--- src/rtl/gate_sweep_ctrl.sv ---
// gate_sweep_ctrl: self-test sequencer that sweeps a 3-input gate through all 8 input
// vectors, holds each for SETTLE+1 cycles, samples y and checks it against a truth table.
// Ports:
//   clk, rst           clock, synchronous active-high reset
//   start              sweep request, accepted in IDLE or DONE
//   tt[7:0]            expected truth table (bit i = expected y for x = i), captured on accept
//   y                  gate-under-test output (not synchronized; settle window must cover it)
//   x[2:0]             gate-under-test input vector
//   busy, done         sweep in progress / one-cycle end-of-sweep pulse
//   pass, err_cnt,     results of the last sweep, held until next accept or rst
//   fail_seen, first_fail, fail_map, aborted
// Optional feature: define SWEEP_STOPFAIL_EN to end the sweep on the first mismatch.
module gate_sweep_ctrl #(
    parameter int SETTLE = 5
) (
    input  logic       clk,
    input  logic       rst,
    input  logic       start,
    input  logic [7:0] tt,
    input  logic       y,
    output logic [2:0] x,
    output logic       busy,
    output logic       done,
    output logic       pass,
    output logic [3:0] err_cnt,
    output logic       fail_seen,
    output logic [2:0] first_fail,
    output logic [7:0] fail_map,
    output logic       aborted
);
    localparam logic [7:0] SETTLE_V = 8'(SETTLE);

    typedef enum logic [1:0] {IDLE, RUN, DONE} state_t;

    state_t     state_q, state_d;
    logic [2:0] idx_q, idx_d;
    logic [7:0] tick_q, tick_d;
    logic [7:0] tt_q, tt_d;
    logic       pass_q, pass_d;
    logic [3:0] err_cnt_q, err_cnt_d;
    logic       fail_seen_q, fail_seen_d;
    logic [2:0] first_fail_q, first_fail_d;
    logic [7:0] fail_map_q, fail_map_d;
    logic       aborted_q, aborted_d;
    logic       accept, sample, mism, stop, last;

    assign accept = start && (state_q != RUN);
    assign sample = (state_q == RUN) && (tick_q == 8'd0);
    assign mism   = sample && (y != tt_q[idx_q]);
`ifdef SWEEP_STOPFAIL_EN
    assign stop   = mism;
`else
    assign stop   = 1'b0;
`endif
    assign last   = sample && ((idx_q == 3'd7) || stop);

    always_ff @(posedge clk) begin
        if (rst) state_q <= IDLE;
        else     state_q <= state_d;
    end

    always_comb begin
        state_d = accept ? RUN : (state_q == RUN) ? (last ? DONE : RUN) : IDLE;
    end

    always_comb begin
        x    = (state_q == RUN) ? idx_q : 3'd0;
        busy = (state_q == RUN);
        done = (state_q == DONE);
    end

    always_comb begin
        idx_d        = idx_q;
        tick_d       = tick_q;
        tt_d         = tt_q;
        pass_d       = pass_q;
        err_cnt_d    = err_cnt_q;
        fail_seen_d  = fail_seen_q;
        first_fail_d = first_fail_q;
        fail_map_d   = fail_map_q;
        aborted_d    = aborted_q;
        if (accept) begin
            idx_d        = 3'd0;
            tick_d       = SETTLE_V;
            tt_d         = tt;
            pass_d       = 1'b0;
            err_cnt_d    = 4'd0;
            fail_seen_d  = 1'b0;
            first_fail_d = 3'd0;
            fail_map_d   = 8'd0;
            aborted_d    = 1'b0;
        end else if (sample) begin
            err_cnt_d         = err_cnt_q + 4'(mism);
            fail_map_d[idx_q] = fail_map_q[idx_q] | mism;
            if (mism && !fail_seen_q) begin
                fail_seen_d  = 1'b1;
                first_fail_d = idx_q;
            end
            if (last) begin
                pass_d    = (err_cnt_d == 4'd0);
                aborted_d = stop;
            end else begin
                idx_d  = idx_q + 3'd1;
                tick_d = SETTLE_V;
            end
        end else if (state_q == RUN) begin
            tick_d = tick_q - 8'd1;
        end
    end

    always_ff @(posedge clk) begin
        if (rst) begin
            idx_q        <= 3'd0;
            tick_q       <= 8'd0;
            tt_q         <= 8'd0;
            pass_q       <= 1'b0;
            err_cnt_q    <= 4'd0;
            fail_seen_q  <= 1'b0;
            first_fail_q <= 3'd0;
            fail_map_q   <= 8'd0;
            aborted_q    <= 1'b0;
        end else begin
            idx_q        <= idx_d;
            tick_q       <= tick_d;
            tt_q         <= tt_d;
            pass_q       <= pass_d;
            err_cnt_q    <= err_cnt_d;
            fail_seen_q  <= fail_seen_d;
            first_fail_q <= first_fail_d;
            fail_map_q   <= fail_map_d;
            aborted_q    <= aborted_d;
        end
    end

    assign pass       = pass_q;
    assign err_cnt    = err_cnt_q;
    assign fail_seen  = fail_seen_q;
    assign first_fail = first_fail_q;
    assign fail_map   = fail_map_q;
    assign aborted    = aborted_q;
endmodule

--- config.mk ---
export PLATFORM = sky130hd
export DESIGN_NAME = gate_sweep_ctrl
export DESIGN_NICKNAME = d
export VERILOG_FILES = /design/src/rtl/gate_sweep_ctrl.sv
export SDC_FILE = /design/constraint.sdc
export NUM_CORES = 1
export LEC_CHECK = 0
export CAP_MARGIN = 5
export CORE_MARGIN = 4
export CORE_UTILIZATION = 65
export DETAILED_ROUTE_END_ITERATION = 8
export DONT_BUFFER_PORTS = 1
export HOLD_SLACK_MARGIN = 0.12
export PLACE_DENSITY = 0.82
export SLEW_MARGIN = 15
export SYNTH_ARGS = -nofsm -noshare
export SYNTH_HDL_FRONTEND = slang
export SYNTH_SLANG_ARGS = --single-unit
--- constraint.sdc ---
create_clock -name clk -period 8.9 [get_ports clk]
set_input_delay 0.89 -clock clk [delete_from_list [all_inputs] [get_ports clk]]
set_output_delay 0.89 -clock clk [all_outputs]
set_load 0.03 [all_outputs]
==> results.md, run 1 <==
- The run finished with clean final reports.
- The slowest stage of the critical path is the dfxtp_1 cell.
- The synthesis warning total is 0.
- In this run switching power makes up 26.7% of total power.
- The number of placed I/O pins is 35.
- The fraction of final layout cells sized beyond drive strength 1 is 5.65%.
- The maximum fanout along the worst path is 22.
- The cell area after synthesis is 1910 um^2.
- For this run, the register share of the synthesized area comes to 39.8%.
- For the worst-skew pair, the clock arrives at the later sink with an insertion delay of 330 ps.
- Of the total power, combinational logic draws 13.0%.
- The initial antenna violation count is 0.
- The part of the total power dissipated in the clock network is 33.4%.
- Buffers inserted to repair hold after CTS numbered 0.
- The buffer and inverter count on the worst path is 0.
- Using the TritonRoute via totals, the vias-per-cell ratio works out to 6.45.
- The number of fillers in the final layout is 230.
- The final HPWL from detailed placement is 2910 um.
- The clock tree skew after final layout is 10.4 ps.
- Hold timing on the final database bottoms out at a slack of 455 ps.
- STA puts the critical path data required time at 9160 ps.
- The post-synthesis sequential element count is 38.
- The setup slack at placement is 5220 ps.
- The switching power of the nets is 90.8 uW.
- The height of the chip is 62.2 um.
- The clock tree buffer depth is 2.
- The worst hold path passes through 2 cells.
- Yosys mapped a number of flops with a built-in enable equal to 0.
- Of the total power, registers draw 53.7%.
- Clock tree synthesis found a total of 38 sinks.
- The number of maximum-capacitance constraint violations is 0.
- Leaving out fill and tap cells, the most frequent cell in the layout is dfxtp_1.
- The tree is rooted in a clkbuf_4.
- The average size of a mapped cell is 8.13 um^2.
- By startpoint and endpoint, the worst setup path is classified as reg -> reg.
- The via count of the routed design is 1683.
- The count of input and output buffers is 0.
- The critical path goes through mux2i_1 -> o32ai_1 -> a211oi_1 -> xor2_1 -> nor2_1 -> ha_1 -> ha_1 -> nor2_1 -> a21oi_1 -> o22a_1 -> or4_1 -> a21oi_1.
- When the netlist entered floorplanning its net count stood at 252.
- The total routed wirelength is 3970 um.
- The number of hold violations in the final report is 0.
- The number of nets in the layout is 246.
- Cell internal power was estimated by the tool at 249 uW.
- The average wire per standard cell is 15.2 um.
- The H-tree depth is 2.
- STA classifies the critical path startpoint as a register.
- The highest attainable clock frequency is 269 MHz.
- The cell leakage power is 0.000687 uW.
- The total setup buffers inserted after CTS is 0.
- The number of antenna diodes in the final layout is 0.
- The largest net degree at the start of global routing is 23.
- Summed over all layers, the global routing overflow is 0.
- The via count of the first global-routing pass is 1599.
- Across the VDD grid, the largest voltage drop is 0.180 mV.
- After clock tree synthesis, the clock-pin slew on the worst setup and hold paths is 110 ps.
- The first detailed-routing pass ran for 4 iterations.
- The final count of pins violating max slew was 0.
- In this run the core area contains 19 standard-cell rows.
- The kind of end point of the critical path is a register.
- The area fraction of the dominant cell type after synthesis is 39.8%.
- In this run, distinct cell masters in the synthesized netlist total 43.
- The final routed DRC violation total is 0.
- The post-route fraction of the period consumed by the critical path is 41.8%.
- For this block, the initial DRC count from the detailed router was 113.
- The instance area after placement is 1890 um^2.
- Global routing consumed, over all layers together, 21.8% of the routing resources.
- Counting the buffers created by CTS gives 5.
- After synthesis, the cell types taking the most area are dfxtp_1, nand2_1, a21oi_1.
- Data on the critical path arrives at its endpoint at 3980 ps.
- In this design, the stage delay of the slowest critical-path cell is 820 ps.
- Synthesis produced 235 cells.
- The number of nets with antenna violations after detailed routing is 0.
- The die boundary width is 62.2 um.
- The sum of negative setup slack is 0 ps.
- The measured slew at the worst slew-check pin is 831 ps.
- The global placer's final weighted congestion is 0.878.
- The wire length of the first global-routing pass is 7090 um.
- Measured against its own limit, the worst slew margin works out to 44.6%.
- The quantity of gates resized following cts is 0.
- The final non-filler cell area is 1970 um^2.
- Setup repair after global routing left no endpoint under its margin.
- The clock period could shrink to 3720 ps.
- In the layout the commonest cells are dfxtp_1, nand2_1, nor2_1, a21oi_1, nand3_1.
- The clock tree from TritonCTS is yes.
- The starting density of the core is 68.7%.
- For this run, asynchronously set or reset flops after synthesis account for 0%.
- The final worst setup slack is 5180 ps.
- The type of the worst min-delay path is reg -> reg.
- The gate family responsible for the most delay along the worst path is compound AO/OA/AOI/OAI gates.
- The number of logic stages on the critical path including buffering is 12.
- For this design the ratio of total power to cell area is 173 nW/um^2.
- The core box area is 2780 um^2.
- The largest area contributor in the synthesized netlist is dfxtp_1.
- The relative area change from synthesis to final layout is 3.08%.
- The full die area is 3870 um^2.
- The most used flip-flop cell after synthesis is dfxtp_1.
- Measured in cells, the most critical reg-to-reg path has a length of 12.
- Setup violations remaining at the end of the flow were counted as 0.
stage by stage:
stage	std cells	power (uW)	utilization, %
finish	261	340	70.8
global route	261	361	70.8
CTS	261	343	70.8
detailed placement	253	230	68.0
global placement	253	228	68.0
floorplan	235	223	-
logic make-up (layout without fill, tap and decap cells):
family | after synthesis | count (layout) | share of synthesized area [%]
buffers and inverters | 20 | 15 | 4.39
and+or+nand+nor | 103 | 103 | 27.4
AOI/OAI and AO/OA | 52 | 52 | 16.7
other | 1 | 1 | 0.196
muxes | 12 | 12 | 6.42
adders and majority gates | 5 | 5 | 3.27
DFF | 38 | 38 | 39.8
xor gates and xnor gates | 4 | 4 | 1.83
flip-flops by register name, indices dropped and copies added (netlist names), 2 cells and up:
| name | count |
|---|---|
| tick_q | 8 |
| idx_q | 3 |
| state_q | 2 |
| tt_q | 8 |
| err_cnt | 4 |
| fail_map | 8 |
| first_fail | 3 |
worst paths after layout:
check	startpoint	end	slack, ps
setup / recovery	idx_q[2]	pass	5180
hold / removal	tt_q[3]	tt_q[3]	460
setup reg to reg	idx_q[2]	pass	5180
hold reg to reg	tt_q[3]	tt_q[3]	460
worst reg2reg max path, delay by kind of cell (launching register included):
family | cells | cell delay (ps)
compound gates | 5 | 860
flops | 1 | 820
xor+xnor | 1 | 630
simple gates | 3 | 590
fa+ha+maj | 2 | 470
mux | 1 | 290
per-layer routing:
metal  global-route usage (%)  wire length, um  vias to the layer above
met1                     27.3             1730                      784
met2                     35.1             1890                       66
met4                     8.40               34                        0
met5                        0                0                        -
met3                     6.31              317                        6
li1                         -                -                      827
synth_stat cells (3+ instances only):
cell and instances:
mux2i_1 10, or3_1 3, nand2_1 33, buf_2 4, and3_1 3, nor2_1 20, o31ai_1 3, a211oi_1 7
o21ai_0 9, inv_1 6, nor2b_1 5, ha_1 5, a31oi_1 5, a21oi_1 20, clkbuf_1 8, nor3_1 4
nand3_1 12, dfxtp_1 38, nand2b_1 5, nor4_1 6
power groups by stage:
stage / sequential [uW] / combinational (uW) / clock (uW)
after floorplan: 184 / 39.3 / 0
after CTS: 182 / 43.7 / 117
after detailed placement: 186 / 43.5 / 0
after global placement: 186 / 41.6 / 0
after global routing: 184 / 49.2 / 128
final: 183 / 44.1 / 114
area by class of cell:
| class | instances | area, um^2 | share of cell area [%] |
|---|---|---|---|
| well taps | 31 | 38.8 | 1.97 |
| inverters | 7 | 26.3 | 1.33 |
| flip-flops and latches | 38 | 761 | 38.6 |
| multi-input cells | 177 | 1070 | 54.1 |
| clock inverters | 3 | 40.0 | 2.03 |
| clock buffers | 5 | 37.5 | 1.91 |
Note: power is estimated with default switching activity, not from simulation.
==> inputs of run 2 (changes only) <==
--- a/config.mk
+++ b/config.mk
@@ -7,11 +7,11 @@
 export LEC_CHECK = 0
 export CAP_MARGIN = 5
 export CORE_MARGIN = 4
-export CORE_UTILIZATION = 65
+export CORE_UTILIZATION = 62
 export DETAILED_ROUTE_END_ITERATION = 8
 export DONT_BUFFER_PORTS = 1
 export HOLD_SLACK_MARGIN = 0.12
-export PLACE_DENSITY = 0.82
+export PLACE_DENSITY = 0.79
 export SLEW_MARGIN = 15
 export SYNTH_ARGS = -nofsm -noshare
 export SYNTH_HDL_FRONTEND = slang
==> constraint.sdc (replaced) <==
create_clock -name clk -period 3.7 [get_ports clk]
set_input_delay 0.37 -clock clk [delete_from_list [all_inputs] [get_ports clk]]
set_output_delay 0.37 -clock clk [all_outputs]
set_load 0.03 [all_outputs]
==> run 2 against run 1 <==
  * Final cell count up 2.3%
  * Critical path depth up 1
  * Cell area up 4.1%
  * Count of clock-buffer cells in the layout up 1
  * Register-to-register slack worse by 4700 ps
  * Utilization up 1.1 points
  * Worst setup slack worse by 4700 ps
  * Critical path type unchanged
  * Largest cell class unchanged
  * Largest power group unchanged
  * Highest routed layer unchanged
==> results.md, run 2 (same netlist as run 1, synthesis figures left out) <==
- The run finished with clean final reports.
- The number of placed I/O pins is 35 (unchanged).
- The worst hold slack after final layout is 162 ps (-293 ps).
- The diode insertion count for antenna repair is 0 (unchanged).
- The core utilization of the finished layout came to 71.9% (+1.1 points).
- The average vias per placed instance is 6.51 (+0.89%).
- The sum of negative setup slack is 0 ps (unchanged).
- The overall global routing resource usage is 22.0% (+0.17 points).
- The number of fillers in the final layout is 239 (+3.9%).
- The part of the total power dissipated in the clock network came to 39.5% (+6.1 points).
- Setup repair after global routing left no endpoint under its margin.
- The clock tree skew after final layout is 6.92 ps (-3.51 ps).
- The number of maximum-capacitance constraint violations was 0 (unchanged).
- The largest net degree at the start of global routing is 22 (-4.3%).
- The switching power of the nets was 222 uW (+140%).
- The worst voltage drop across the vdd grid is 0.288 mV (+60%).
- The highest attainable clock frequency came to 306 MHz (+14%).
- The signal arrival time at the worst endpoint is 3520 ps (-460 ps).
- The power consumption is 916 uW (+170%).
- The start-to-end type of the worst setup path is reg -> reg.
- The clock tree buffer depth is 2 (unchanged).
- The number of rows in the core area is 19 (unchanged).
- The final global-route overflow total is 0 (unchanged).
- The worst setup path is launched from a register.
- The CTS sink count is 38 (unchanged).
- The detailed router's first-iteration violation count is 180 (+59%).
- The fraction of final layout cells sized beyond drive strength 1 is 7.63% (+2.0 points).
- The post-route fraction of the period consumed by the critical path is 88.3% (+46 points).
- The final routed DRC violation total is 0 (unchanged).
- The cell leakage power is 0.000729 uW (+6.1%).
- In the layout the commonest cells are dfxtp_1, nand2_1, nor2_1, a21oi_1, nand3_1.
- The total routed wirelength is 4260 um (+7.1%).
- The maximum fanout along the worst path is 16 (-27%).
- The die boundary width came to 63.5 um (+2.1%).
- The total setup buffers inserted after CTS is 0 (unchanged).
- The placed cell count is 258 (+2.0%).
- The H-tree depth came to 2 (unchanged).
- The final setup violation count came to 0 (unchanged).
- The wire length of the first global-routing pass is 7220 um (+1.7%).
- The number of nets in the layout came to 252 (+2.4%).
- The power share of the sequential group is 47.9% (-5.8 points).
- The average wire per standard cell is 15.9 um (+4.7%).
- The via count of the first global-routing pass was 1630 (+1.9%).
- The final HPWL from detailed placement is 3110 um (+7.0%).
- The library cell used most frequently in the layout, excluding fill and tap cells, is dfxtp_1.
- The clock insertion delay at the later pin of the skew report is 340 ps (about the same).
- The worst slew slack as a fraction of its limit is 45.9% (+1.3 points).
- The initial antenna violation count came to 0 (unchanged).
- The clock buffer count from CTS came to 5 (unchanged).
- The internal power consumption is 694 uW (+180%).
- Relative to the synthesized area, the layout overhead comes to 7.33%.
- The measured slew at the worst slew-check pin is 811 ps (-19.2 ps).
- The fraction of power consumed by combinational cells is 12.6% (-0.4 points).
- The clock-pin slew on the worst setup and hold paths is 110 ps (about the same).
- The type of the worst min-delay path is in -> reg.
- The core box area is 2850 um^2 (+2.6%).
- The number of detailed-routing iterations run before antenna repair is 4 (unchanged).
- The final count of pins violating max slew came to 0 (unchanged).
- The number of hold violations in the final report was 0 (unchanged).
- The starting density of the core is 67.0% (-1.7 points).
- The full die area is 4030 um^2 (+4.2%).
- The kind of end point of the critical path is a register.
- The clock period minus worst slack is 3270 ps (-456 ps).
- The count of input and output buffers is 0 (unchanged).
- The non-filler instance count after layout came to 267 (+2.3%).
- The height of the chip is 63.5 um (+2.1%).
- The root buffer selected by CTS is clkbuf_4.
- The clock tree from TritonCTS is yes.
- The required time of the critical path is 3950 ps (-5210 ps).
- The via count of the routed design is 1737 (+3.2%).
- The number of nets with antenna violations after detailed routing is 0 (unchanged).
- The global placer's final weighted congestion was 0.849 (-3.3%).
- The switching share of power was 24.3% (-2.4 points).
- The ratio of total power to cell area came to 447 nW/um^2 (+160%).
-- run 2: cell types whose count changed in the layout (fill, tap and decap cells not counted), sizes merged --
cell         change
clkbuf           +1
dlygate4sd3      +1
bufinv           +1
buf              +5
clkinv           -2
-- run 2: power by group through the flow --
| stage | combinational [uW] | sequential (uW) | clock (uW) |
|---|---|---|---|
| floorplan | 94.5 | 443 | 0 |
| global placement | 106 | 447 | 0 |
| detailed placement | 112 | 448 | 0 |
| CTS | 114 | 439 | 366 |
| global route | 130 | 441 | 391 |
| finish | 116 | 439 | 362 |
-- run 2: worst paths after layout --
check | depth (start not counted) | from | slack [ps] | to
setup / recovery | 13 | idx_q[0] | 430 | pass
hold / removal | 2 | tt[1] | 160 | tt_q[1]
setup reg to reg | 13 | idx_q[0] | 430 | pass
hold reg to reg | 2 | tt_q[6] | 470 | tt_q[6]
-- run 2: routing by layer --
metal  routed length (um)  track usage, %
met5                    0               0
met4                   61            9.70
met3                  334            6.75
met2                 1990            36.1
met1                 1870            26.3
-- run 2: repair_timing --
| action | CTS | global route |
|---|---|---|
| hold buffers | 1 | 0 |
| gates resized for setup | 0 | 0 |
| setup endpoints to repair | 0 | 0 |
| hold endpoints to repair | 12 | 0 |
-- run 2: area by class of cell --
type                       count  area (um^2)  area share, %
multi-input combinational    177         1070           52.0
tap                           31         38.8           1.89
clock inverter                 2         60.1           2.93
inverter                       7         26.3           1.28
clock buffer                   6         51.3           2.50
timing repair buffer           6         47.5           2.32
sequential                    38          761           37.1
-- run 2: critical path, stage by stage, from the launching register on --
cell and delay (ps):
dfxtp_1 650, nand2b_1 280, o32ai_1 120, a211oi_1 350, xor2_1 180, buf_4 190, nor2_1 60, ha_1 210
ha_1 240, nor2_1 100, a21oi_1 50, o22a_1 190, or4_1 400, a21oi_1 160
-- run 2: per-stage QoR --
stage          instance area (um^2)  setup WS, ps
6_report                       2050           431
5_1_grt                        2050           233
4_1_cts                        2050           449
3_5_place_dp                   1930           490
3_3_place_gp                   1930           689
2_1_floorplan                  1910           748
==> inputs of run 3 (changes only) <==
--- a/config.mk
+++ b/config.mk
@@ -6,12 +6,13 @@
 export NUM_CORES = 1
 export LEC_CHECK = 0
 export CAP_MARGIN = 5
-export CORE_MARGIN = 4
+export CORE_MARGIN = 1
 export CORE_UTILIZATION = 62
 export DETAILED_ROUTE_END_ITERATION = 8
 export DONT_BUFFER_PORTS = 1
 export HOLD_SLACK_MARGIN = 0.12
 export PLACE_DENSITY = 0.79
+export RECOVER_POWER = 25
 export SLEW_MARGIN = 15
 export SYNTH_ARGS = -nofsm -noshare
 export SYNTH_HDL_FRONTEND = slang
==> run 3 against run 2 <==
  * Fmax fell by 2.7%
  * The run now ends with DRC left
  * Highest routed layer unchanged
  * Final cell count fell by 0.37%
  * Sequential power barely moved
  * Wire length fell by 7.3%
  * Critical path depth fell by 1
  * Global-route usage rose by 3.4 points
==> results.md, run 3 (same netlist as run 1, synthesis figures left out) <==
- The clock period minus worst slack is 3360 ps (+90.2 ps).
- The internal power consumption is 608 uW (-12%).
- The checks that failed: DRC.
- The number of placed I/O pins is 35 (unchanged).
- The path class of the tightest hold or removal check is in -> reg.
- The die boundary width came to 57.5 um (-9.4%).
- The post-route fraction of the period consumed by the critical path is 90.8% (+2.4 points).
- The detailed router's first-iteration violation count was 120 (-33%).
- The ratio of total power to cell area is 410 nW/um^2 (-8.3%).
- The element type at the critical path start is a register.
- The height of the chip is 57.5 um (-9.4%).
- The sum of negative setup slack is 0 ps (unchanged).
- The worst voltage drop across the vdd grid is 0.274 mV (-4.9%).
- Setup repair after global routing left no endpoint under its margin.
- The worst slew slack as a fraction of its limit came to 44.9% (-1.0 points).
- The slack of the worst reg-to-reg path is 340 ps (-90 ps).
- The number of cells on the worst reg-to-reg path is 12 (-1).
- The number of detailed-routing iterations run before antenna repair is 6 (+2).
- The clock buffer count from CTS is 5 (unchanged).
- The cell leakage power came to 0.000701 uW (-3.8%).
- The capture instance of the worst register-to-register path is pass.
- The switching share of power came to 25.9% (+1.7 points).
- The signal arrival time at the worst endpoint is 3610 ps (+90 ps).
- The global placer's final weighted congestion is 0.867 (+2.0%).
- The total setup buffers inserted after CTS is 0 (unchanged).
- The relative area change from synthesis to final layout is 4.85%.
- The critical path is of the reg -> reg type.
- The via count of the routed design is 1655 (-4.7%).
- The H-tree depth is 2 (unchanged).
- The diode insertion count for antenna repair is 0 (unchanged).
- The clock tree skew after final layout is 8.89 ps (+1.97 ps).
- The wire length of the first global-routing pass came to 6540 um (-9.4%).
- The kind of end point of the critical path is a register.
- The clock-pin slew on the worst setup and hold paths was 110 ps (about the same).
- The full die area is 3310 um^2 (-18%).
- The run finished, with violations left.
- For hold timing, the worst endpoint is tt_q[2].
- The clock insertion delay at the later pin of the skew report is 330 ps (about the same).
- The part of the total power dissipated in the clock network was 32.8% (-6.7 points).
- The starting density of the core is 67.5% (+0.56 points).
- The power share of the sequential group is 53.5% (+5.6 points).
- The final global-route overflow total is 0 (unchanged).
- The startpoint of the worst hold path is tt[2].
- The CTS sink count is 38 (unchanged).
- CTS placed an instance of clkbuf_4 at the clock tree root.
- The count of input and output buffers is 0 (unchanged).
- The final count of pins violating max slew is 0 (unchanged).
- The number of nets in the layout is 251 (-0.40%).
- The core box area is 2830 um^2 (-0.83%).
- In the layout the commonest cells are dfxtp_1, nand2_1, nor2_1, a21oi_1, nand3_1.
- The switching power of the nets is 213 uW (-4.3%).
- The worst hold slack after final layout is 170 ps (+8.25 ps).
- The number of nets with antenna violations after detailed routing is 0 (unchanged).
- The maximum fanout along the worst path is 22 (+6).
- The library cell used most frequently in the layout, excluding fill and tap cells, is dfxtp_1.
- The fraction of power consumed by combinational cells is 13.8% (+1.2 points).
- The average vias per placed instance is 6.22 (-4.4%).
- The via count of the first global-routing pass was 1542 (-5.4%).
- The number of hold violations in the final report came to 0 (unchanged).
- The number of maximum-capacitance constraint violations is 0 (unchanged).
- The required time of the critical path is 3950 ps (about the same).
- The average wire per standard cell is 14.8 um (-7.0%).
- The hold-fix buffer count after cts was 1 (unchanged).
- The number of rows in the core area is 19 (unchanged).
- The final setup violation count is 0 (unchanged).
- The quantity of gates resized following cts came to 0 (unchanged).
- The worst hold path depth is 2 (unchanged).
- The clock tree from TritonCTS is yes.
- The final routed DRC violation total is 3 (+3).
- The overall global routing resource usage is 25.4% (+3.4 points).
- The final HPWL from detailed placement was 2830 um (-9.1%).
- The largest net degree at the start of global routing was 23 (+4.5%).
- The core utilization of the finished layout is 70.8% (-1.1 points).
- The launch instance of the worst register-to-register path is idx_q[2].
- The highest attainable clock frequency is 298 MHz (-2.7%).
- The fraction of final layout cells sized beyond drive strength 1 is 5.96% (-1.7 points).
- The clock tree buffer depth is 2 (unchanged).
- The total routed wirelength is 3940 um (-7.3%).
- The initial antenna violation count is 0 (unchanged).
- The measured slew at the worst slew-check pin is 827 ps (+15.3 ps).
[run 3: cell types whose count changed in the layout (fill, tap and decap cells not counted), sizes merged]
cell,change
clkbuf,+2
bufinv,-1
buf,-2
[run 3: stage by stage]
| stage | cells | setup slack (ps) | cell area (um^2) | power [uW] |
|---|---|---|---|---|
| after floorplan | 235 | 748 | 1910 | 537 |
| after global placement | 257 | 605 | 1920 | 554 |
| after detailed placement | 257 | 362 | 1920 | 558 |
| after CTS | 266 | 345 | 2010 | 825 |
| after global routing | 266 | 101 | 2000 | 862 |
| final | 266 | 341 | 2000 | 821 |
[run 3: worst max path at each step]
| stage | slack (ps) | from | end |
|---|---|---|---|
| detailed placement | 360 | idx_q[2] | pass |
| global placement | 600 | idx_q[2] | pass |
| finish | 340 | idx_q[2] | pass |
| CTS | 350 | idx_q[2] | pass |
| floorplan | 750 | idx_q[2] | pass |
| global route | 100 | idx_q[2] | pass |
[run 3: critical path: stages (launching register included)]
cell and delay [ps]:
dfxtp_1 810, mux2i_1 310, o32ai_1 110, a211oi_1 380
xor2_1 230, nor2_1 70, ha_1 220, ha_1 230
nor2_1 110, a21oi_1 70, o22a_1 200, or4_1 410
a21oi_1 150
[run 3: cell type report]
| cell class | count | area, um^2 |
|---|---|---|
| Fill cell | 242 | 826 |
| Timing Repair Buffer | 5 | 36.3 |
| Inverter | 7 | 26.3 |
| Multi-Input combinational cell | 177 | 1070 |
| Clock inverter | 1 | 30.0 |
| Tap cell | 31 | 38.8 |
| Sequential cell | 38 | 761 |
| Clock buffer | 7 | 45.0 |
[run 3: power by group through the flow]
stage          registers, uW  logic (uW)  clock network (uW)
2_1_floorplan            443        94.5                   0
3_3_place_gp             448         106                   0
3_5_place_dp             448         110                   0
4_1_cts                  439         113                 274
5_1_grt                  441         125                 295
6_report                 439         113                 269
[run 3: metal layers]
layer,track usage (%),wire [um]
met1,33.0,1860
met2,38.2,1870
met3,8.16,201
met4,11.8,15
met5,0,0
